<file path="config.mk">
export PLATFORM = sky130hd
export DESIGN_NAME = adpcm_rom_arbiter_flat
export DESIGN_NICKNAME = d
export VERILOG_FILES = /design/src/rtl/adpcm_rom_arbiter_if.sv /design/src/rtl/adpcm_rom_arbiter.sv /design/src/flat_wrapper.sv
export SDC_FILE = /design/constraint.sdc
export NUM_CORES = 1
export LEC_CHECK = 0
export CORE_MARGIN = 2
export CORE_UTILIZATION = 35
export DETAILED_ROUTE_END_ITERATION = 10
export GPL_TIMING_DRIVEN = 0
export HOLD_SLACK_MARGIN = 0.03
export MAX_ROUTING_LAYER = met4
export PLACE_DENSITY = 0.72
export SLEW_MARGIN = 25
export SYNTH_ARGS = -nofsm -noshare
export SYNTH_HDL_FRONTEND = slang
export SYNTH_SLANG_ARGS = --single-unit
</file>
<file path="constraint.sdc">
create_clock -name CLK -period 8.8 [get_ports CLK]
set_clock_uncertainty 0.1 [all_clocks]
set_input_delay 0.88 -clock CLK [delete_from_list [all_inputs] [get_ports CLK]]
set_output_delay 0.88 -clock CLK [all_outputs]
set_load 0.02 [all_outputs]
</file>
<file path="src/rtl/adpcm_rom_arbiter_if.sv">
// Channel-side request/ack signals and V-ROM bus for the ADPCM sample-ROM arbiter.
// The arbiter connects through the slave modport; the channels and ROM connect through master.
interface adpcm_rom_arbiter_if #(
    parameter int NREQ   = 7,
    parameter int ADDR_W = 22
);
    logic [NREQ-1:0]        REQ;
    logic [NREQ*ADDR_W-1:0] ADDR_IN;
    logic [NREQ-1:0]        ACK;
    logic [7:0]             RD_DATA;
    logic [ADDR_W-1:0]      ROM_ADDR;
    logic [7:0]             ROM_DATA;
    logic                   nROE;
    logic                   BUSY;

    modport master (
        output REQ, ADDR_IN, ROM_DATA,
        input  ACK, RD_DATA, ROM_ADDR, nROE, BUSY
    );

    modport slave (
        input  REQ, ADDR_IN, ROM_DATA,
        output ACK, RD_DATA, ROM_ADDR, nROE, BUSY
    );
endinterface

</file>
<file path="src/rtl/adpcm_rom_arbiter.sv">
// Round-robin arbiter sharing the V-ROM read port between six ADPCM-A channels and ADPCM-B.
// Optional macro PCMB_PRIORITY_EN gives ADPCM-B (index NREQ-1) absolute priority.
module adpcm_rom_arbiter #(
    parameter int NREQ     = 7,
    parameter int ADDR_W   = 22,
    parameter int ROM_WAIT = 4
) (
    input  logic               CLK,
    input  logic               nRESET,
    adpcm_rom_arbiter_if.slave bus
);
    localparam int IDX_W = (NREQ > 1) ? $clog2(NREQ) : 1;

    typedef enum logic [1:0] {IDLE, WAIT, DONE} state_t;

    state_t              state, state_nxt;
    logic [3:0]          cnt, cnt_nxt;
    logic [IDX_W-1:0]    last, last_nxt;
    logic [IDX_W-1:0]    win, win_nxt;
    logic [IDX_W-1:0]    pick;
    logic [IDX_W-1:0]    rr_idx;
    logic                pick_vld;
    logic [NREQ-1:0]     rr_req;
    logic [NREQ-1:0]     ack, ack_nxt;
    logic [7:0]          rd_data, rd_data_nxt;
    logic [ADDR_W-1:0]   rom_addr, rom_addr_nxt;
    logic                nroe, nroe_nxt;
    logic                busy, busy_nxt;
    logic [ADDR_W-1:0]   addr_arr [NREQ];

    for (genvar g = 0; g < NREQ; g++) begin : g_addr
        assign addr_arr[g] = bus.ADDR_IN[g*ADDR_W +: ADDR_W];
    end

`ifdef PCMB_PRIORITY_EN
    // ADPCM-B is taken out of the rotation; it is handled as an override below.
    assign rr_req = {1'b0, bus.REQ[NREQ-2:0]};
`else
    assign rr_req = bus.REQ;
`endif

    always_comb begin
        pick     = '0;
        pick_vld = 1'b0;
        rr_idx   = '0;
        for (int k = 0; k < NREQ; k++) begin
            rr_idx = IDX_W'((int'(last) + 1 + k) % NREQ);
            if (!pick_vld && rr_req[rr_idx]) begin
                pick_vld = 1'b1;
                pick     = rr_idx;
            end
        end
`ifdef PCMB_PRIORITY_EN
        if (bus.REQ[NREQ-1]) begin
            pick_vld = 1'b1;
            pick     = IDX_W'(NREQ-1);
        end
`endif
    end

    always_comb begin
        state_nxt    = state;
        cnt_nxt      = cnt;
        last_nxt     = last;
        win_nxt      = win;
        ack_nxt      = ack;
        rd_data_nxt  = rd_data;
        rom_addr_nxt = rom_addr;
        nroe_nxt     = nroe;
        busy_nxt     = busy;
        case (state)
            IDLE: begin
                if (pick_vld) begin
                    win_nxt      = pick;
                    rom_addr_nxt = addr_arr[pick];
                    nroe_nxt     = 1'b0;
                    busy_nxt     = 1'b1;
                    cnt_nxt      = 4'(ROM_WAIT - 1);
                    state_nxt    = WAIT;
                end
            end
            WAIT: begin
                if (cnt != 4'd0) begin
                    cnt_nxt = cnt - 4'd1;
                end else begin
                    // A withdrawn request still completes the access; only the ACK is dropped.
                    rd_data_nxt  = bus.ROM_DATA;
                    nroe_nxt     = 1'b1;
                    ack_nxt      = '0;
                    ack_nxt[win] = bus.REQ[win];
`ifdef PCMB_PRIORITY_EN
                    if (win != IDX_W'(NREQ-1))
                        last_nxt = win;
`else
                    last_nxt     = win;
`endif
                    state_nxt    = DONE;
                end
            end
            DONE: begin
                ack_nxt   = '0;
                busy_nxt  = 1'b0;
                state_nxt = IDLE;
            end
            default: state_nxt = IDLE;
        endcase
    end

    always_ff @(posedge CLK or negedge nRESET) begin
        if (!nRESET) begin
            state    <= IDLE;
            cnt      <= 4'd0;
            last     <= IDX_W'(NREQ-1);
            win      <= '0;
            ack      <= '0;
            rd_data  <= 8'd0;
            rom_addr <= '0;
            nroe     <= 1'b1;
            busy     <= 1'b0;
        end else begin
            state    <= state_nxt;
            cnt      <= cnt_nxt;
            last     <= last_nxt;
            win      <= win_nxt;
            ack      <= ack_nxt;
            rd_data  <= rd_data_nxt;
            rom_addr <= rom_addr_nxt;
            nroe     <= nroe_nxt;
            busy     <= busy_nxt;
        end
    end

    assign bus.ACK      = ack;
    assign bus.RD_DATA  = rd_data;
    assign bus.ROM_ADDR = rom_addr;
    assign bus.nROE     = nroe;
    assign bus.BUSY     = busy;
endmodule

</file>
<file path="src/flat_wrapper.sv">
// flat-port wrapper written by rule: the top's interface ports become plain ports
module adpcm_rom_arbiter_flat 
#(
    parameter int NREQ     = 7,
    parameter int ADDR_W   = 22,
    parameter int ROM_WAIT = 4
)
  (CLK, nRESET, bus_REQ, bus_ADDR_IN, bus_ROM_DATA, bus_ACK, bus_RD_DATA, bus_ROM_ADDR, bus_nROE, bus_BUSY);
  adpcm_rom_arbiter_if #(.NREQ(NREQ), .ADDR_W(ADDR_W)) bus_i ();
  input  logic CLK;
  input  logic nRESET;
  input wire logic [$bits(bus_i.REQ)-1:0] bus_REQ;
  input wire logic [$bits(bus_i.ADDR_IN)-1:0] bus_ADDR_IN;
  input wire logic [$bits(bus_i.ROM_DATA)-1:0] bus_ROM_DATA;
  output wire logic [$bits(bus_i.ACK)-1:0] bus_ACK;
  output wire logic [$bits(bus_i.RD_DATA)-1:0] bus_RD_DATA;
  output wire logic [$bits(bus_i.ROM_ADDR)-1:0] bus_ROM_ADDR;
  output wire logic [$bits(bus_i.nROE)-1:0] bus_nROE;
  output wire logic [$bits(bus_i.BUSY)-1:0] bus_BUSY;
  assign bus_i.REQ = bus_REQ;
  assign bus_i.ADDR_IN = bus_ADDR_IN;
  assign bus_i.ROM_DATA = bus_ROM_DATA;
  assign bus_ACK = bus_i.ACK;
  assign bus_RD_DATA = bus_i.RD_DATA;
  assign bus_ROM_ADDR = bus_i.ROM_ADDR;
  assign bus_nROE = bus_i.nROE;
  assign bus_BUSY = bus_i.BUSY;
  adpcm_rom_arbiter #(.NREQ(NREQ), .ADDR_W(ADDR_W), .ROM_WAIT(ROM_WAIT)) u_core (.CLK(CLK), .nRESET(nRESET), .bus(bus_i));
endmodule
</file>
==> results of run 1 <==
per-layer routing:
| metal | track usage, % | part of all wire, % | vias up |
|---|---|---|---|
| met5 | - | 0 | - |
| met4 | 7.21 | 2.5 | 0 |
| met3 | 3.04 | 6.8 | 43 |
| met2 | 41.0 | 49 | 362 |
| met1 | 31.8 | 42 | 3732 |
| li1 | - | - | 3746 |
cells by family (layout without fill, tap and decap cells):
kind of cell	after synthesis	count (layout)
mux	64	64
fa+ha+maj	31	31
buf+inv	97	319
compound gates	277	277
xor+xnor	20	20
simple gates	315	315
flops	51	51
worst max-delay path, delay by kind of cell (launching register included):
family,cells,cell delay (ns)
buffers and inverters,9,2.04
AND/OR/NAND/NOR,7,1.85
AO/OA/AOI/OAI,8,1.62
adder cells (fa/ha/maj),5,1.48
XOR/XNOR,2,0.60
flip-flops,1,0.47
Yosys cell counts (all sizes together) (12+ instances only):
master,n
a2111o,22
a21oi,36
and3,27
buf,27
clkbuf,35
dfrtp,48
ha,30
inv,34
mux2,29
mux2i,33
nand2,66
nand2b,13
nand3,49
nand4,12
nor2,49
nor2b,14
nor3,22
nor3b,24
o211a,26
o211ai,32
o21ai,37
xnor2,15
stage by stage:
step / util, % / std cells
finish: 49.5 / 1342
global route: 49.5 / 1342
CTS: 49.0 / 1336
detailed placement: 48.2 / 1327
global placement: 48.2 / 1327
floorplan: - / 855
state kept, by name, summed over array words and instances (netlist names):
register and flops:
u_core.bus.ACK 7, u_core.bus.BUSY 1, u_core.bus.RD_DATA 8, u_core.bus.ROM_ADDR 22, u_core.bus.nROE 1, u_core.cnt 4, u_core.last 3, u_core.state 2
u_core.win 3
layout make-up:
class | count | area, µm² | area share (%)
multi-input cells | 707 | 5340 | 55.2
plain buffers | 61 | 309 | 3.20
flip-flops and latches | 51 | 1280 | 13.3
clock inverters | 2 | 17.5 | 0.181
clock buffers | 6 | 129 | 1.33
repair buffers | 215 | 2130 | 22.0
inverters | 35 | 131 | 1.36
well taps | 265 | 332 | 3.43
cells in the final DEF (no fill, tap or decap), drive strengths merged, types with 27 or more instances in the layout:
master,Yosys,final
mux2i,33,33
inv,34,34
nand2,66,66
nor2,49,49
mux2,29,29
buf,27,30
and3,27,27
nand3,49,49
a21oi,36,36
clkbuf,35,46
ha,30,30
clkdlybuf4s50,0,206
o21ai,37,37
dfrtp,48,48
o211ai,32,32
repair_timing:
action,4_1_cts,5_1_grt
resized for setup,5,28
buffers inserted,1,7
setup endpoints to repair,25,27
pin swaps,1,2
final timing paths:
path	slack, ns	to	cells after the start	startpoint
worst max-delay path	0.53	u_core.bus.ROM_ADDR[5]	31	u_core.last[0]
worst min-delay path	0.39	u_core.bus.RD_DATA[6]	2	u_core.bus.RD_DATA[6]
worst max register to register	0.53	u_core.bus.ROM_ADDR[5]	31	u_core.last[0]
worst min register to register	0.39	u_core.bus.RD_DATA[6]	2	u_core.bus.RD_DATA[6]
max in group asynchronous	7.60	u_core.last[0]	1	nRESET
min in group asynchronous	0.51	u_core.bus.ROM_ADDR[20]	1	nRESET
==> results.md, run 1 <==
- Fin crit share: 94.0%
- Yosys top cell area share: 17.2%
- Most used DFF post-synth: dfrtp_1
- Post-synthesis simple-gate area fraction: between 20% and 30%
- Root buffer cell: clkbuf_16
- Fin. max-slew vios: 0
- TritonCTS clock tree: done
- Vias in the first global route: 7,713
- WL final: 26.2 mm
- Clock buffer depth: 2
- Hold_buf cts: 0
- Setup Viol. Count Final: 0
- Crit-path slowest cell: nor3_1
- N_diodes: 0
- Syn Std Cell Area: 7000 µm²
- Post-synth ARST share: 100%
- Setup ws final: 0.528 ns
- CORE AREA: 19,500 µm²
- H-Tree Depth: 2
- Worst Hold Class: flop to flop
- Adder-cell share of the synthesized area: under 10%
- Port Buf Inserts: about 210
- Die area: 21,200 µm²
- Site row count: 51
- Clock transition at the registers of the reported paths: around 0.07 ns
- Worst Setup End Kind: flop
- Vias per cell: 5.87
- Die Height: 145 µm
- Pre-Repair DR Iteration Count: 6
- DR DRC count: 0
- Worst Path Max Fanout: 13
- DRT antenna net count: 0
- EDFF count, synth: 0
- Synth top area cells: dfrtp_1, ha_1, mux2_4
- Filler Cells Inserted: just under 2,000
- First-pass GRT wire length: 41.7 mm
- Via count: between 7,000 and 8,000
- Synthesized instance count: 855
- Tmin final: 8.27 ns
- Avg Cell Area, Syn: 8.19 µm²
- Outcome: finished clean
- Post-synthesis mux area share: around 11%
- Fin Setup TNS: 0 ns
- Final GP Congestion: 0.966
- Crit path required time: 8.94 ns
- Global Route Usage Sum: 24.8%
- WL/cell: 19.5 µm
- Insertion delay to the later sink of the worst-skew pair: 0.30 ns
- Synth Area in Compound Gates: 31.7%
- Synth Register Bits: 51
- DIE WIDTH: 145 µm
- Fin area: just under 10,000 µm²
- Initial detailed-routing violation count: 683
- Synth-to-Final Area Change: 38.0%
- Largest net degree at the start of global routing: 52
- Leading area contributor after synthesis: dfrtp_1
- Yosys warnings: 0
- Hold slack: 0.386 ns
- Synth unique cells: 96
- Total CTS buffers: 5
- Initial core utilization: between 30% and 40%
- Clock sink total: 51
- DP Area: 9400 µm²
- Largest family of logic cells by synthesized area: compound AO/OA/AOI/OAI gates
- Crit path kind: flop to flop
- Least-Margin Pin Slew: 0.756 ns
- Detailed placement HPWL: 21.0 mm
- Data arrival, critical path: 8.41 ns
- Seq/Total Area, Yosys: 18.3%
- Synthesized net count: about 1,100
- Setup WS pre-CTS: -0.616 ns
- Max cap viols: 0
- CP startpoint kind: flop
- Slew Limit Headroom: between 40% and 50%
- Max Clk Rate: around 0.12 GHz
- Share of layout cells above drive strength 1: 11.0%
- Unrepaired setup endpoints after global routing: no
- CP peak stage delay: approximately 0.56 ns
- Nets: 1,278
- Initial antenna violation count: 0
- Post-Synth XOR/XNOR Area: 3.07%
- Total global routing overflow: 0
- IO Pins: 210
- Endpoints failing hold: 0
Power of run 1 is left out: the tool's default activity adds up to more than one toggle a clock period on the data nets, which glitch-free logic cannot reach.
==> inputs of run 2 (changes only) <==
- CTS_BUF_LIST: default -> sky130_fd_sc_hd__clkbuf_2
- REMOVE_ABC_BUFFERS: default -> 1
- SLEW_MARGIN: 25 -> 20
==> results.md, run 2 (synthesis gave the netlist of run 1 again) <==
- Vias per cell: 6.01
- TritonCTS clock tree: done
- Initial detailed-routing violation count: around 670
- Crit-path slowest cell: or4_1
- Die Height: 145 µm
- Via count: 7,736
- Buf/Inv on CP: 4
- Pre-Repair DR Iteration Count: 7
- Hold slack: between 0.2 and 0.3 ns
- Outcome: finished clean
- Most frequent cells in the layout: clkdlybuf4s50_1, nand2_1, nor2_1
- Worst Setup End Kind: flop
- First-pass GRT wire length: 39.6 mm
- Worst Path Max Fanout: 59
- Data arrival, critical path: around 8.7 ns
- Nets: roughly 1,200
- Final GP Congestion: 0.993
- Clock buffer depth: 2
- Final core occ: 48.3%
- Setup Viol. Count Final: 0
- Crit path required time: a little over 9 ns
- Total global routing overflow: 0
- Fin area: 9430 µm²
- IO Pins: 210
- Most frequent CP cell: ha_1
- Site row count: 51
- DRT antenna net count: 0
- Share of layout cells above drive strength 1: 9.21%
- Worst Hold Class: input pin to async pin
- Slew Limit Headroom: 44.9%
- Sequential Area: 1280 µm²
- Initial antenna violation count: 2
- Unrepaired setup endpoints after global routing: no
- Initial core utilization: 35.9%
- WL/cell: 20.2 µm
- DIE WIDTH: 145 µm
- Tmin final: 8.38 ns
- Fin Setup TNS: 0 ns
- Vias in the first global route: 7,111
- Area of the multi-input gates: 5420 µm²
- Max Clk Rate: 0.119 GHz
- Max reg flops: 22
- Detailed placement HPWL: 19.2 mm
- Crit path kind: flop to flop
- DR DRC count: 0
- Max cap viols: 0
- Die area: ~21,000 µm²
- Largest net degree at the start of global routing: 60
- WL final: between 20 and 30 mm
- Root buffer cell: clkbuf_2
- Endpoints failing hold: 0
- Most common cell after layout, fill and taps aside: clkdlybuf4s50_1
- Global Route Usage Sum: 23.5%
- Filler Cells Inserted: 1,913
- Hold_buf cts: 0
- DP Area: 9260 µm²
- Total CTS buffers: 5
- Fin. max-slew vios: 0
- Synth-to-Final Area Change: 34.6%
- Fin crit share: a little over nine tenths
- CP startpoint kind: flop
- Port Buf Inserts: 209
- CORE AREA: a little under 20,000 µm²
- Insertion delay to the later sink of the worst-skew pair: 0.49 ns
- CP peak stage delay: ~0.7 ns
- Clock sink total: 51
- CP top delay family: compound AO/OA/AOI/OAI gates
- Least-Margin Pin Slew: 0.824 ns
- H-Tree Depth: 2
- Clock transition at the registers of the reported paths: 0.31 ns
## run 2: final cells by class
cell class	instances	area share, %
tap	265	3.52
sequential	51	13.6
timing repair inverter	1	0.0531
multi-input combinational	709	57.5
clock inverter	3	0.279
clock buffer	5	0.265
antenna	2	0.0531
inverter	35	1.43
timing repair buffer	217	23.3
## run 2: path summary, 6_finish.rpt
check	from	endpoint	slack, ns	cells past startpoint
max in group asynchronous	nRESET	u_core.last[0]	7.83	1
hold reg to reg	u_core.bus.nROE	u_core.bus.nROE	0.41	2
setup reg to reg	u_core.last[0]	u_core.bus.ROM_ADDR[16]	0.42	28
min in group CLK	u_core.bus.nROE	u_core.bus.nROE	0.41	2
hold / removal	nRESET	u_core.bus.RD_DATA[7]	0.26	1
setup / recovery	u_core.last[0]	u_core.bus.ROM_ADDR[16]	0.42	28
## run 2: what timing repair did
| action | in CTS | in global routing |
|---|---|---|
| cloned | 1 | 2 |
| setup endpoints to repair | 23 | 23 |
| gates resized for setup | 6 | 9 |
| hold endpoints to repair | 0 | 0 |
| pin swaps | 0 | 1 |
| buffers inserted | 0 | 2 |
## run 2: per-layer routing
layer	track usage, %	vias to the layer above	share of wire, %
met5	-	-	0
met4	7.11	0	3.0
met3	4.11	49	7.4
met2	39.1	330	48
met1	29.1	3723	41
li1	-	3634	-
## run 2: through the flow
stage | worst slack, ns | cells
6_report | 0.423 | 1288
5_1_grt | 0.0442 | 1288
4_1_cts | 0.0817 | 1282
3_5_place_dp | -0.460 | 1273
3_3_place_gp | -5.67 | 1267
2_1_floorplan | -1.13 | 793
Power of run 2 is left out for the same reason.
==> RTL edit, RTL diff (config.mk and constraints of run 2) <==
Add a define of `PCMB_PRIORITY_EN`.
--- a/src/rtl/adpcm_rom_arbiter.sv
+++ b/src/rtl/adpcm_rom_arbiter.sv
@@ -2,2 +2,4 @@
 // Optional macro PCMB_PRIORITY_EN gives ADPCM-B (index NREQ-1) absolute priority.
+`define PCMB_PRIORITY_EN
+
 module adpcm_rom_arbiter #(
Check against the original RTL: not equivalent (Yosys sat finds a counterexample within 4 cycles, from zero or initial values and one cycle with nRESET low).
==> RTL edit against run 2 <==
- first-iteration DRC count fell by 14%
- non-clock buffer count increased by 3
- count of clock-buffer cells in the layout grew 2
- sequential cell count is the same
- worst setup slack better by 12 ps
- fmax increased by 0.14%
- cell area decreased by 3.0%
- routed wire length fell by 2.7%
- core utilization up 0.42 points
- die area fell by 3.7%
- synthesized area is 3.8% lower
Power is left out: the tool's default activity adds up to more than one toggle a clock period on the data nets, which glitch-free logic cannot reach.
==> RTL edit: results (changes against run 2) <==
- The run finished with clean final reports.
- Total number of vias: 7382 (-4.6%)
- Relative area of clock buffers and inverters in the final design: 0.00712 (+0.00168)
* Number of combinational gates with multiple inputs: 713 (+0.56%)
- Global-route wire length before repair: 37.6 mm (-5.1%)
- The post-detailed-placement cell area came to 8940 um2 (-3.4%).
- Non-clock buffer area fraction after layout: 0.242 (+0.00963)
- Sorting the synthesized cells by area gives the leading types as sky130_fd_sc_hd__dfrtp_1 (18%), sky130_fd_sc_hd__mux2i_1 (14%), sky130_fd_sc_hd__ha_1 (5.6%), sky130_fd_sc_hd__nand2_1 (5.5%), sky130_fd_sc_hd__nor2_1 (4.3%).
- Number of buffers inserted by post-CTS setup repair: 3 (+3)
- Number of signal-net inverters in the final layout: 35 (-2.8%)
* Mean cell area of the mapped netlist: 7.90 um2 (-3.6%)
* Fraction of area in registers: 0.140 (+0.00427)
* Initial DRT Pass Iterations: 6 (-1)
- The post-layout instance count excluding filler cells came to 1265 (-1.8%).
- Maximum number of pins on one net before global-route repair: 52 (-13%)
- The critical path starts at u_core.last[1].
- Worst-case headroom to the max-slew limit: 0.364 (-0.0848)
* Clk_buf instances: 7 (+2)
- The count of fill cells added during filler insertion is 1858 (-2.9%).
- Final HPWL from detailed placement: 19.1 mm (-0.37%)
- Kind of path behind the tightest hold check: primary input to async pin
* Crit-path slowest cell: sky130_fd_sc_hd__dfstp_2
- The total instance count after detailed placement was 1246 (-2.1%).
- Violation count after the first detailed-routing iteration: 579 (-14%)
- GRT Util Overall: 0.243 (+0.00854)
- N_taps: 234 (-12%)
* Arrival time worst endpoint: 8630 ps (-40 ps)
* Final GP Congestion: 0.936 (-5.8%)
- Fraction of final layout cells with drive strength greater than 1: 0.0730 (-0.0190)
- The ratio of final minimum period to clock period came to 0.951 (-0.00131).
- Buffers excl. clock: 220 (+1.4%)
* Via count of the first global-routing pass: 7022 (-1.3%)
- Sequential-to-total area share from yosys stat: 0.190 (+0.00720)
- The initial antenna violation count was 4 (+2).
- The final instance area was 9140 um2 (-3.0%).
* Endpoint of the worst register-to-register path: u_core.bus.ROM_ADDR[8]
- The top fanout value on the critical path is 25 (-58%).
* Number of antenna repair diodes: 4 (+2)
* Leading post-synthesis cells by instance count: sky130_fd_sc_hd__nand2_1 (99), sky130_fd_sc_hd__mux2i_1 (91), sky130_fd_sc_hd__nor2_1 (77), sky130_fd_sc_hd__a21oi_1 (54), sky130_fd_sc_hd__dfrtp_1 (48)
- Clock latency at the later pin of the worst-skew pair: 460 ps (-30 ps)
- Post-route worst hold slack: 294 ps (+33.5 ps)
## RTL edit: cell types whose count changed in the layout (fill, tap and decap cells not counted), sizes merged, moves of 23 or more
| cell | delta |
|---|---|
| mux2i | +58 |
| nand3 | -34 |
| nand2 | +33 |
| nor2 | +28 |
| or3 | +28 |
| nor3b | -23 |
## RTL edit: cell families (layout without fill, tap and decap cells)
| logic type | after synthesis | in the layout | share of synthesized area |
|---|---|---|---|
| buffers and inverters | 90 | 263 | 0.0604 |
| other | 0 | 4 | 0 |
| AND/OR/NAND/NOR | 314 | 314 | 0.228 |
| flip-flops | 51 | 51 | 0.190 |
| XOR/XNOR | 23 | 23 | 0.0344 |
| AO/OA/AOI/OAI | 242 | 243 | 0.268 |
| adder cells (fa/ha/maj) | 31 | 31 | 0.0587 |
| multiplexers | 102 | 102 | 0.160 |
## RTL edit: routing by layer
layer	vias up	GRT usage	part of all wire
li1	3544	-	-
met1	3487	0.282	0.40
met2	312	0.421	0.51
met3	39	0.0416	0.063
met4	0	0.0917	0.033
met5	-	-	0
